==> src/rtl/buffer_memory_sub_block.sv <==
// One storage stage of the buffer-memory shift-register FIFO: a data word plus
// its empty flag, loaded together from the upstream stage when write is high.
module buffer_memory_sub_block #(
  parameter int DATA_WIDTH = 40
) (
  input  logic                  clk,
  input  logic                  reset,
  input  logic                  write,
  input  logic                  in_empty,
  input  logic [DATA_WIDTH-1:0] in_data,
  output logic                  out_empty,
  output logic [DATA_WIDTH-1:0] out_data
);

  // Power-up value matches the reset state so an unreset stage reads as empty.
  logic [DATA_WIDTH-1:0] data_q  = '0;
  logic                  empty_q = 1'b1;

  // NOTE: non-blocking assignments let every chained stage sample its
  // upstream's pre-edge value, so one edge shifts the chain by exactly one.
  always_ff @(posedge clk) begin
    if (reset) begin
      data_q  <= '0;
      empty_q <= 1'b1;
    end else if (write) begin
      data_q  <= in_data;
      empty_q <= in_empty;
    end
  end

  assign out_data  = data_q;
  assign out_empty = empty_q;

endmodule

==> config.mk <==
export PLATFORM = sky130hd
export DESIGN_NAME = buffer_memory_sub_block
export DESIGN_NICKNAME = d
export VERILOG_FILES = /design/src/rtl/buffer_memory_sub_block.sv
export SDC_FILE = /design/constraint.sdc
export NUM_CORES = 1
export LEC_CHECK = 0
export ABC_AREA = 1
export CAP_MARGIN = 20
export CORE_MARGIN = 4
export CORE_UTILIZATION = 58
export DETAILED_ROUTE_END_ITERATION = 8
export DONT_BUFFER_PORTS = 1
export PLACE_DENSITY = 0.74
export SYNTH_ARGS = -nofsm -noshare
export SYNTH_HDL_FRONTEND = slang
export SYNTH_SLANG_ARGS = --single-unit
export TNS_END_PERCENT = 100
==> constraint.sdc <==
create_clock -name clk -period 1.15 [get_ports clk]
set_clock_uncertainty 0.15 [all_clocks]
set_input_delay 0.115 -clock clk [delete_from_list [all_inputs] [get_ports clk]]
set_output_delay 0.115 -clock clk [all_outputs]
set_load 0.02 [all_outputs]
==> summary.txt <==
GRT
  • Vias in the first global route: 1,191
  • Met3 usage: 7.57%
  • Met1 usage: 21.1%
  • Largest net degree at the start of global routing: 83
  • Initial antenna violation count: 0
  • First-pass GRT wire length: 5.40 mm
  • GRT Resource Usage Total: 17.1%
  • GR Overflow Total: 0
  • Grt peak-use layer: met2
  • Met2 Track Usage GR: 25.0%

STA
  • Hold Worst Slack: -0.236 ns
  • Peak Freq: 0.924 GHz
  • Tightest Pin Transition: 0.260 ns
  • Final Cycle Share: 94.1%
  • Slew HR: 82.6%
  • Max Slew Vio Count: 0
  • Post-route setup TNS: 0 ns
  • Min Tclk post-route: 1.08 ns
  • Final hold violations: 41
  • RSZ-0062 raised after global routing: no
  • Final setup viols: 0

Worst setup path
  • CP Depth: 0
  • Startpoint types: register
  • Critical Path Fanout Max: 2
  • Data required time at the worst endpoint: 0.88 ns
  • Worst R2R Path Depth: 2
  • Critical path type: register to output pin
  • Crit path DAT: 0.82 ns
  • CP endpoint kind: output pin

CTS
  • Total CTS buffers: 5
  • Root Driver: clkbuf_4
  • Worst-Skew Late Latency: 0.33 ns
  • Sink Count: 41
  • Clock Tree Buf Depth: 2
  • Post-CTS Setup Bufs: 0
  • Clock-pin slew on the worst setup and hold paths: 0.11 ns
  • CTS tree: done
  • H-tree depth: 2

Power
  • Cell internal pwr: 2.00 mW
  • Lkg Pwr: 1.03 nW
  • Sw Ratio: 27.1%
  • Sw Pwr: 0.744 mW
  • Worst IR Drop VDD: 0.00105 V
  • PD cells: 1480 nW/um2
  • Clock power share: 28.8%
  • Gate power share: 9.0%
  • Seq pwr share: 62.2%

Status
  • Violated checks: negative hold slack
  • Status: complete, but fails checks

Drt
  • Initial drt markers: 76
  • Routed WL per cell: 10.6 um
  • Routed via count: 1,344
  • DRC violations left: 0
  • Detailed Routing Iterations Pass 1: 4
  • Number of routed nets with antenna violations: 0
  • Final wirelength: 3.19 mm
  • Via/cell ratio: 4.47

Placed design
  • Number of port buffers: 0
  • Detailed-placement wirelength estimate: 2.09 mm
  • GP Congestion: 0.701
  • Placed Cells: 279

Logic synthesis
  • Synth area leaders: dfxtp_1 (48%), nand2_1 (18%), nor2_1 (18%)
  • Sequential share of the synthesized area: 48.3%
  • Mapped Avg Cell Area: 6.56 um2
  • Flops & latches, synth: 41
  • Distinct cells, synth: 8
  • Synthesized area: 1700 um2
  • Post-synth net total: 303
  • Mapped Cells: 259
  • Largest area contributor in the netlist: dfxtp_1
  • Ys Warns: 0
  • Yosys top cell area share: 48.3%

Run
  • Count of max-cap constraint violations: 0

Finish
  • Synth-to-Final Area Change: 9.29%
  • Fillers: 270
  • Layout cells sized above 1: 3.70%
  • Non-filler cells, final: 301
  • Commonest cells after routing, fill and taps aside: nand2_1 (82), nor2_1 (80), inv_1 (42), dfxtp_1 (41), dlygate4sd3_1 (14)
  • Most common cell after layout, fill and taps aside: nand2_1
  • ANT cells: 0
  • Final net count: 313

Floorplanning
  • Die X: 62.1 um
  • Initial core utilization: 61.0%
  • I/O pins: 85
  • Core area: 2780 um2
  • Die ar.: 3860 um2
  • Rows: 19
  • Die Height: 62.1 um

Min path
  • Hold Path Depth: 2
  • Worst hold-check path type: input port to register
[sequential cells by signal, summed over array words and instances, names as in the netlist]
name,count
out_data,40
out_empty,1
[path summary, 6_finish.rpt]
| check | endpoint | start | slack, ns |
|---|---|---|---|
| min reg2reg | out_data[27]$_SDFFE_PP0P_ | out_data[27]$_SDFFE_PP0P_ | 0.42 |
| max | out_data[31] | out_data[31]$_SDFFE_PP0P_ | 0.07 |
| max reg2reg | out_data[33]$_SDFFE_PP0P_ | out_data[33]$_SDFFE_PP0P_ | 0.28 |
| min | out_data[18]$_SDFFE_PP0P_ | write | -0.24 |
[Yosys cell counts]
| library cell | number |
|---|---|
| inv_1 | 42 |
| buf_2 | 4 |
| nand2_1 | 82 |
| nand3_1 | 1 |
| buf_4 | 4 |
| dfxtp_1 | 41 |
| nor2_1 | 80 |
| buf_6 | 5 |
[timing repair]
action / 4_1_cts / 5_1_grt
endpoints found under the hold margin: 41 / 41
endpoints found under the setup margin: 0 / 0
hold buffers: 5 / 9
resized for setup: 0 / 0
[per-stage QoR]
stage | worst slack, ns | cell area [um2] | total power, mW | utilization [%] | hold slack (ns)
6_report | 0.0682 | 1860 | 2.74 | 66.7 | -0.236
4_1_cts | 0.0438 | 1770 | 2.76 | 63.5 | -0.260
3_3_place_gp | 0.335 | 1650 | 1.95 | 59.2 | 0.0960
2_1_floorplan | 0.363 | 1700 | 1.96 | - | 0.0913
5_1_grt | 0.00791 | 1860 | 2.91 | 66.7 | -0.271
3_5_place_dp | 0.290 | 1650 | 1.96 | 59.2 | 0.101
[kinds of logic after synthesis]
family / after synthesis / share of synthesized area [%]
flip-flops: 41 / 48.3
AND/OR/NAND/NOR: 163 / 36.1
buffers and inverters: 55 / 15.5
[power by group through the flow]
stage	logic (mW)	registers, mW	clock network, mW
floorplan	0.243	1.72	0
global placement	0.206	1.74	0
detailed placement	0.213	1.74	0
CTS	0.226	1.71	0.819
global route	0.303	1.72	0.887
finish	0.247	1.71	0.789
[layout make-up]
cell class	count	area, um2	area share [%]
repair buffers	16	155	8.36
multi-input cells	163	613	33.0
clock inverters	1	5.00	0.270
well taps	31	38.8	2.09
clock buffers	7	65.1	3.51
inverters	42	158	8.50
flip-flops and latches	41	821	44.2
[routing by layer]
metal | wire length, um | vias to the layer above
met1 | 1400 | 548
met3 | 293 | 4
met2 | 1470 | 49
met5 | 0 | -
met4 | 29 | 0
li1 | - | 743
(Power assumes the default switching activity.)
